==> src/rtl/gpio_clk_gen_if.sv <==
// ---------------------------------------------------------------------------
// gpio_clk_gen_if
// Avalon-MM slave bus bundle for gpio_clk_gen.
//   address     3-bit word address
//   chipselect  slave select
//   write_n     active-low write strobe
//   writedata   32-bit write data
//   readdata    32-bit read data (combinational, zero wait states)
// Modports: master (interconnect / bench side), slave (gpio_clk_gen side).
// ---------------------------------------------------------------------------
interface gpio_clk_gen_if;
  logic [2:0]  address;
  logic        chipselect;
  logic        write_n;
  logic [31:0] writedata;
  logic [31:0] readdata;

  modport master (
    output address,
    output chipselect,
    output write_n,
    output writedata,
    input  readdata
  );

  modport slave (
    input  address,
    input  chipselect,
    input  write_n,
    input  writedata,
    output readdata
  );
endinterface

==> src/rtl/gpio_clk_gen.sv <==
// ---------------------------------------------------------------------------
// gpio_clk_gen
// Avalon-MM slave output port with WIDTH channels. Each channel drives either
// a static level (DATA bit) or a free-running 50%-duty divided clock whose
// half-period is (DIV+1) system cycles.
//
// Ports:
//   clk       system clock, rising edge
//   reset     asynchronous, active-high
//   bus       gpio_clk_gen_if.slave (address/chipselect/write_n/writedata/readdata)
//   out_port  registered channel outputs
//
// Register map (word addresses):
//   0 DATA  R/W   1 MODE R/W   2 SET W   3 CLEAR W
//   4 CHSEL R/W   5 DIV  R/W (channel CHSEL)   6 OUT R   7 SYNC W
//
// Optional feature: define GPIO_CLK_GEN_SYNC_EN to enable the SYNC register
// (address 7), which restarts the selected channels' dividers on one edge.
// Without the macro address 7 reads 0 and writes are ignored.
//
// Bus handshake: there is no waitrequest. A write is accepted on every rising
// edge where chipselect=1 and write_n=0; readdata is valid in the same cycle
// the address is presented. Reads have no side effects.
// ---------------------------------------------------------------------------
module gpio_clk_gen #(
  parameter int               WIDTH     = 8,
  parameter int               DIV_W     = 16,
  parameter logic [WIDTH-1:0] RESET_VAL = '0,
  parameter logic [DIV_W-1:0] DIV_RESET = '0
) (
  input  logic              clk,
  input  logic              reset,
  gpio_clk_gen_if.slave     bus,
  output logic [WIDTH-1:0]  out_port
);

  localparam logic [2:0] ADDR_DATA  = 3'd0;
  localparam logic [2:0] ADDR_MODE  = 3'd1;
  localparam logic [2:0] ADDR_SET   = 3'd2;
  localparam logic [2:0] ADDR_CLEAR = 3'd3;
  localparam logic [2:0] ADDR_CHSEL = 3'd4;
  localparam logic [2:0] ADDR_DIV   = 3'd5;
  localparam logic [2:0] ADDR_OUT   = 3'd6;
`ifdef GPIO_CLK_GEN_SYNC_EN
  localparam logic [2:0] ADDR_SYNC  = 3'd7;
`endif

  logic [WIDTH-1:0]            data_q,  data_d;
  logic [WIDTH-1:0]            mode_q,  mode_d;
  logic [4:0]                  chsel_q, chsel_d;
  logic [WIDTH-1:0][DIV_W-1:0] div_q,   div_d;
  logic [WIDTH-1:0][DIV_W-1:0] cnt_q,   cnt_d;
  logic [WIDTH-1:0]            phase_q, phase_d;
  logic [WIDTH-1:0]            out_q,   out_d;

  logic             wr;
  logic [WIDTH-1:0] wd_ch;
  logic [WIDTH-1:0] restart;
  logic [31:0]      rd;

  // Upper writedata bits beyond WIDTH/DIV_W are intentionally ignored.
  logic unused_wdata;
  assign unused_wdata = ^bus.writedata;

  // Register writes and per-channel restart requests.
  always_comb begin
    wr      = bus.chipselect & ~bus.write_n;
    wd_ch   = bus.writedata[WIDTH-1:0];
    data_d  = data_q;
    mode_d  = mode_q;
    chsel_d = chsel_q;
    div_d   = div_q;
    restart = '0;
    if (wr) begin
      case (bus.address)
        ADDR_DATA:  data_d = wd_ch;
        ADDR_MODE: begin
          mode_d  = wd_ch;
          // Only a 0->1 transition restarts the divider; rewriting 1 keeps it running.
          restart = wd_ch & ~mode_q;
        end
        ADDR_SET:   data_d = data_q | wd_ch;
        ADDR_CLEAR: data_d = data_q & ~wd_ch;
        ADDR_CHSEL: chsel_d = bus.writedata[4:0];
        ADDR_DIV: begin
          // CHSEL values at or above WIDTH match no channel, so the write drops.
          for (int i = 0; i < WIDTH; i++) begin
            if (chsel_q == 5'(i)) begin
              div_d[i]   = bus.writedata[DIV_W-1:0];
              restart[i] = 1'b1;
            end
          end
        end
`ifdef GPIO_CLK_GEN_SYNC_EN
        ADDR_SYNC:  restart = wd_ch;
`endif
        default: ;
      endcase
    end
  end

  // Per-channel divider. A restart takes priority over a terminal-count wrap.
  always_comb begin
    cnt_d   = cnt_q;
    phase_d = phase_q;
    for (int i = 0; i < WIDTH; i++) begin
      if (restart[i]) begin
        cnt_d[i]   = '0;
        phase_d[i] = 1'b0;
      end else if (mode_q[i]) begin
        if (cnt_q[i] == div_q[i]) begin
          cnt_d[i]   = '0;
          phase_d[i] = ~phase_q[i];
        end else begin
          cnt_d[i] = cnt_q[i] + DIV_W'(1);
        end
      end
    end
    // Uses pre-edge MODE/DATA/phase, giving one edge of latency after a write.
    out_d = (mode_q & phase_q) | (~mode_q & data_q);
  end

  always_ff @(posedge clk or posedge reset) begin
    if (reset) begin
      data_q  <= RESET_VAL;
      mode_q  <= '0;
      chsel_q <= '0;
      div_q   <= {WIDTH{DIV_RESET}};
      cnt_q   <= '0;
      phase_q <= '0;
      out_q   <= '0;
    end else begin
      data_q  <= data_d;
      mode_q  <= mode_d;
      chsel_q <= chsel_d;
      div_q   <= div_d;
      cnt_q   <= cnt_d;
      phase_q <= phase_d;
      out_q   <= out_d;
    end
  end

  // Combinational read mux; unused bits and write-only registers read 0.
  always_comb begin
    rd = '0;
    case (bus.address)
      ADDR_DATA:  rd[WIDTH-1:0] = data_q;
      ADDR_MODE:  rd[WIDTH-1:0] = mode_q;
      ADDR_CHSEL: rd[4:0]       = chsel_q;
      ADDR_DIV: begin
        for (int i = 0; i < WIDTH; i++) begin
          if (chsel_q == 5'(i)) rd[DIV_W-1:0] = div_q[i];
        end
      end
      ADDR_OUT:   rd[WIDTH-1:0] = out_q;
      default:    rd = '0;
    endcase
  end

  assign bus.readdata = rd;
  assign out_port     = out_q;

endmodule
==> src/flat_wrapper.sv <==
// flat-port wrapper written by rule: the top's interface ports become plain ports
module gpio_clk_gen_flat 
#(
  parameter int               WIDTH     = 8,
  parameter int               DIV_W     = 16,
  parameter logic [WIDTH-1:0] RESET_VAL = '0,
  parameter logic [DIV_W-1:0] DIV_RESET = '0
)
  (clk, reset, out_port, bus_address, bus_chipselect, bus_write_n, bus_writedata, bus_readdata);
  gpio_clk_gen_if bus_i ();
  input  logic clk;
  input  logic reset;
  output logic [WIDTH-1:0] out_port;
  input wire logic [$bits(bus_i.address)-1:0] bus_address;
  input wire logic [$bits(bus_i.chipselect)-1:0] bus_chipselect;
  input wire logic [$bits(bus_i.write_n)-1:0] bus_write_n;
  input wire logic [$bits(bus_i.writedata)-1:0] bus_writedata;
  output wire logic [$bits(bus_i.readdata)-1:0] bus_readdata;
  assign bus_i.address = bus_address;
  assign bus_i.chipselect = bus_chipselect;
  assign bus_i.write_n = bus_write_n;
  assign bus_i.writedata = bus_writedata;
  assign bus_readdata = bus_i.readdata;
  gpio_clk_gen #(.WIDTH(WIDTH), .DIV_W(DIV_W), .RESET_VAL(RESET_VAL), .DIV_RESET(DIV_RESET)) u_core (.clk(clk), .reset(reset), .bus(bus_i), .out_port(out_port));
endmodule
==> config.mk <==
export PLATFORM = sky130hd
export DESIGN_NAME = gpio_clk_gen_flat
export DESIGN_NICKNAME = d
export VERILOG_FILES = /design/src/rtl/gpio_clk_gen_if.sv /design/src/rtl/gpio_clk_gen.sv /design/src/flat_wrapper.sv
export SDC_FILE = /design/constraint.sdc
export NUM_CORES = 1
export LEC_CHECK = 0
export ABC_AREA = 0
export CORE_ASPECT_RATIO = 1.25
export CORE_UTILIZATION = 42
export DETAILED_ROUTE_END_ITERATION = 10
export PLACE_DENSITY_LB_ADDON = 0.08
export RECOVER_POWER = 25
export SYNTH_ARGS = -nofsm -noshare
export SYNTH_HDL_FRONTEND = slang
export SYNTH_SLANG_ARGS = --single-unit
==> constraint.sdc <==
create_clock -name clk -period 9.25 [get_ports clk]
set_input_delay 0.925 -clock clk [delete_from_list [all_inputs] [get_ports clk]]
set_output_delay 0.925 -clock clk [all_outputs]
set_load 0.005 [all_outputs]
**Yosys cells after proc, flatten, opt, wreduce, memory -nomap -nowiden**

Cells that the tools add are included.
W data, S select, Z words.

- Register bits after elaboration: 293
- Input bits: 39
- Output and inout port bits: 40
- Logic and storage cells: 183

- Add/sub/neg operators: 8
- Eq/ne operators: 21
- Multiplexer cells: 70
- Bitwise gates (word level): 18
- Reduce and logical (&&, ||, !) cells: 38

Operators with widths:

| kind | count |
|---|---|
| $mux W16 | 32 |
| $add A16 B1 Y16 const B | 8 |
| $eq A16 B16 Y1 | 8 |
| $and A8 B8 Y8 | 4 |
| $mux W1 | 32 |
| $reduce_bool A2 Y1 | 16 |
| $pmux W5 S5 | 1 |
| $pmux W8 S3 | 1 |
| $reduce_and A3 Y1 | 8 |
| $reduce_and A2 Y1 | 11 |
| $eq A5 B3 Y1 const B | 4 |
| $mux W8 | 2 |
| $not A8 Y8 | 2 |
| $or A8 B8 Y8 | 2 |
| $pmux W8 S2 | 1 |
| $pmux W3 S4 | 1 |
| $eq A5 B2 Y1 const B | 2 |
| $eq A3 B3 Y1 const B | 3 |
| $not A1 Y1 | 9 |
| $eq A3 B2 Y1 const B | 2 |
| $eq A5 B1 Y1 const B | 1 |
| $logic_not A5 Y1 | 1 |
| $eq A3 B1 Y1 const B | 1 |
| $logic_not A3 Y1 | 1 |
| other kinds (2) | 2 |

**Logic depth before layout (Yosys ltp)**

- Depth after elaboration: 10
- Depth in mapped cells: 9
- Gate-level depth less buffers: 6

**Worst setup path after synthesis**

OpenSTA, ideal clock, no wires.

- Path type: input to output
- From: input bus_address[2]
- To: output bus_readdata[2]
- Arrival time: 2.463 ns
- Required time: 8.325 ns
- Setup slack: 5.862 ns
- Stages on the path: 8
- Buffers on the path: 3
- Cell sequence: clkbuf_1 clkbuf_1 clkbuf_1 mux2i_1 nor2_1 a31oi_1 a2bb2oi_1 o21ai_0

- Word-level cells in the longest chain between the ends: 2
- Elaborated cells between the ends (all ways): 6
- Classes of those cells: eq/ne: 4; mux: 1; reduce/logical: 1

RTL lines:

| what | line | source |
|---|---|---|
| start: declaration | flat_wrapper.sv:14 | `input wire logic [$bits(bus_i.address)-1:0] bus_address;` |
| $eq A3 B3 Y1, or another cell as far along | gpio_clk_gen.sv:146 | `case (bus.address)` |
| $pmux W5 S5 * | gpio_clk_gen.sv:146 |  |
| end: declaration | flat_wrapper.sv:18 | `output wire logic [$bits(bus_i.readdata)-1:0] bus_readdata;` |

Every way passes the cells marked *; elsewhere a longest branch is shown, timed or not.

==> impl_metrics.tcl <==
set metrics [dict create \
    path_clk_slew_ps 60 \
    final-max-slew-violation-count 133 \
    synth-seq-cells 293 \
    p_leak_nw 8.30 \
    place.gp.congestion 0.940 \
    path_max_fanout 132 \
    yosys.area_share.simple_pct 17.1 \
    grt_max_degree 163 \
    final-seq-area_mm2 0.00733 \
    first_pass_iters 8 \
    slowest_delay_ps 3250 \
    multi_input_area_mm2 0.00861 \
    min_path_type "reg2reg" \
    root_buffer "clkbuf_16" \
    cp-startpoint "reset" \
    cts_setup_buffers 0 \
    grt_pass1_vias 12500 \
    nets 1719 \
    fin_cells 2190 \
    yosys-top-cells-area "dfrtp_1 44%, mux2_2 8.5%, xnor2_1 5.2%, xor2_1 4.7%, nand2_1 3.3%" \
    placed_cells 2127 \
    violations "DRC, capacitance limit, slew limit" \
    worst_slew_pin_slew_ps 6050 \
    drc_errors 13 \
    detail-route-antenna-nets 0 \
    cap_violations 1 \
    vias 13000 \
    hold_violations 0 \
    yosysMostFrequentCell "dfrtp_1" \
    io_buffers 46 \
    slowest_stage "clkinvlp_2" \
    antenna_found_initial 0 \
    core_area_mm2 0.0384 \
    synth-compound-area-share_pct 13.8 \
    synth_adder_area_share_pct 0.607 \
    grt_use_total_pct 26.1 \
    synth_sequential_area_ratio_pct 44.5 \
    antenna_cells 0 \
    yosysTopAreaCellShare_pct 44.5 \
    ioPinCount 79 \
    setup_tns_ps 0 \
    ys_types 70 \
    grt-ovfl-total 0 \
    die_h_um 223 \
    cts_tree "yes" \
    yosysWarnings 0 \
    detail_route.wl_per_cell_um 23.2 \
    place_area_mm2 0.0173 \
    synth_edf_count 0 \
    dp_hpwl_um 35600 \
    min_from "u_core.data_q[7]" \
    syn-mean-instance-area_um2 9.89 \
    arrival_ps 4960 \
    synth_commonest_cells "293 x dfrtp_1, 146 x nand2_1, 124 x mux2_2" \
    cp_top_family "buffers and inverters" \
    fmax_mhz 184 \
    crit_path_cell_trace "dlygate4sd3_1 -> clkinvlp_2" \
    cts-resized-gates 0 \
    num-fill-cells 3587 \
    status "finished, violations left" \
    min_period_ps 5440 \
    worst_clock_skew_ps 13.5 \
    clk_path_buf_depth 3 \
    flow.area_growth_from_synthesis_pct 12.8 \
    synth_xor_area_share_pct 9.88 \
    finish.utilization_pct 48.4 \
    ir_worst_vdd_v 0.000133 \
    initial_utilization_pct 42.9 \
    max_slew_margin_pct -303 \
    synth_ff_type "dfrtp_1" \
    die_area_mm2 0.0400 \
    finalWirelength_um 50900 \
    final_area_mm2 0.0186 \
    power.density_mw_per_mm2 225 \
    r2r_start "u_core.chsel_q[1]" \
    placementRows 80 \
    die_x_um 179 \
    total_power_w 0.00419 \
    clkSinkCount 293 \
    end_kind "asynchronous set/reset pin" \
    finalCritPeriodShare_pct 58.8 \
    worstPathRequired_ps 8770 \
    path_buf_inv 2 \
    drive_above_1_share_pct 13.1 \
    ys_async_sr_fraction_pct 100 \
    synth.largest_area_cell "dfrtp_1" \
    grt_pass1_wl_um 78700 \
    syn_inst 1666 \
    numCtsBuffers 35 \
    yosys-mux-area-fraction_pct 10.2 \
    rsz0062_at_grt "false" \
    ctsHtreeMaxLevel 2 \
    finalSetupViolations 0 \
    startpoint_type "input pin" \
    cts_hold_buf 0 \
    synthesis.area_mm2 0.0165 \
    crit_type "in2async" \
    vias_per_cell 5.94 \
    clk-insertion-delay-late_ps 530 \
    drt_iter0_markers 1107 \
    synth_top_family_by_area "simple AND/OR/NAND/NOR gates" \
]
final cells by class:
class	count	area share [%]
flip-flops and latches	293	39.4
multi-input cells	1243	46.3
well taps	492	3.31
clock buffers	45	5.41
inverters	31	0.633
clock inverters	18	1.48
repair buffers	68	3.43
flip-flops by register name, indices dropped and copies added, names as in the netlist:
signal / cells
u_core.chsel_q: 5
u_core.mode_q: 8
u_core.out_port: 8
u_core.data_q: 8
u_core.div_q: 128
u_core.cnt_q: 128
u_core.phase_q: 8
path summary, 6_finish.rpt:
path | cells past startpoint | endpoint | slack [ps]
setup reg to reg | 7 | u_core.cnt_q[56] | 6070
hold / removal | 2 | u_core.data_q[7] | 500
hold reg to reg | 2 | u_core.data_q[7] | 500
max in group clk | 7 | bus_readdata[1] | 4370
min in group asynchronous | 2 | u_core.cnt_q[44] | 2650
setup / recovery | 2 | u_core.mode_q[1] | 3810
where the power goes:
part	switching (W)	internal [W]	total, W
Sequential	0.000311	0.00146	0.00177
Clock	0.000574	0.000965	0.00154
Combinational	0.000489	0.000394	0.000883
Total	0.00137	0.00282	0.00419
tightest hold or removal path, delay by kind of cell, from the launching register on:
family,cells,cell delay [ps]
flip-flops,1,360
AND/OR/NAND/NOR,2,110
metal layers:
layer	wire (um)	part of all wire, %	track usage, %
met1	23700	47	37.9
met2	23300	46	40.4
met3	2400	4.7	3.29
met4	1440	2.8	7.64
met5	0	0	0
logic make-up (layout without fill, tap and decap cells):
kind of cell / Yosys count / count (layout)
compound gates: 332 / 332
xor+xnor: 186 / 186
fa+ha+maj: 8 / 8
buf+inv: 145 / 162
flops: 293 / 293
mux: 153 / 153
other cells: 1 / 16
simple gates: 548 / 548
placed cells by master, fill, tap and decap left out, drive strengths merged, types with 25 or more instances in the layout:
cell | netlist | layout
dfrtp | 293 | 293
clkbuf | 79 | 45
nand2 | 146 | 146
inv | 31 | 30
clkdlybuf4s50 | 0 | 37
mux2 | 124 | 124
a21oi | 68 | 68
nor2 | 113 | 113
nor4 | 34 | 34
a211oi | 29 | 29
nand4 | 47 | 47
mux2i | 29 | 29
xnor2 | 98 | 98
o21ai | 61 | 61
o31ai | 25 | 25
xor2 | 88 | 88
and3 | 26 | 26
nand3 | 53 | 53
stage by stage:
stage / setup slack [ps] / hold WS, ps
finish: 3810 / 498
global route: 2710 / 558
CTS: 4380 / 502
detailed placement: 4380 / 487
global placement: 4420 / 485
floorplan: 234 / 459
(Power assumes the default switching activity.)
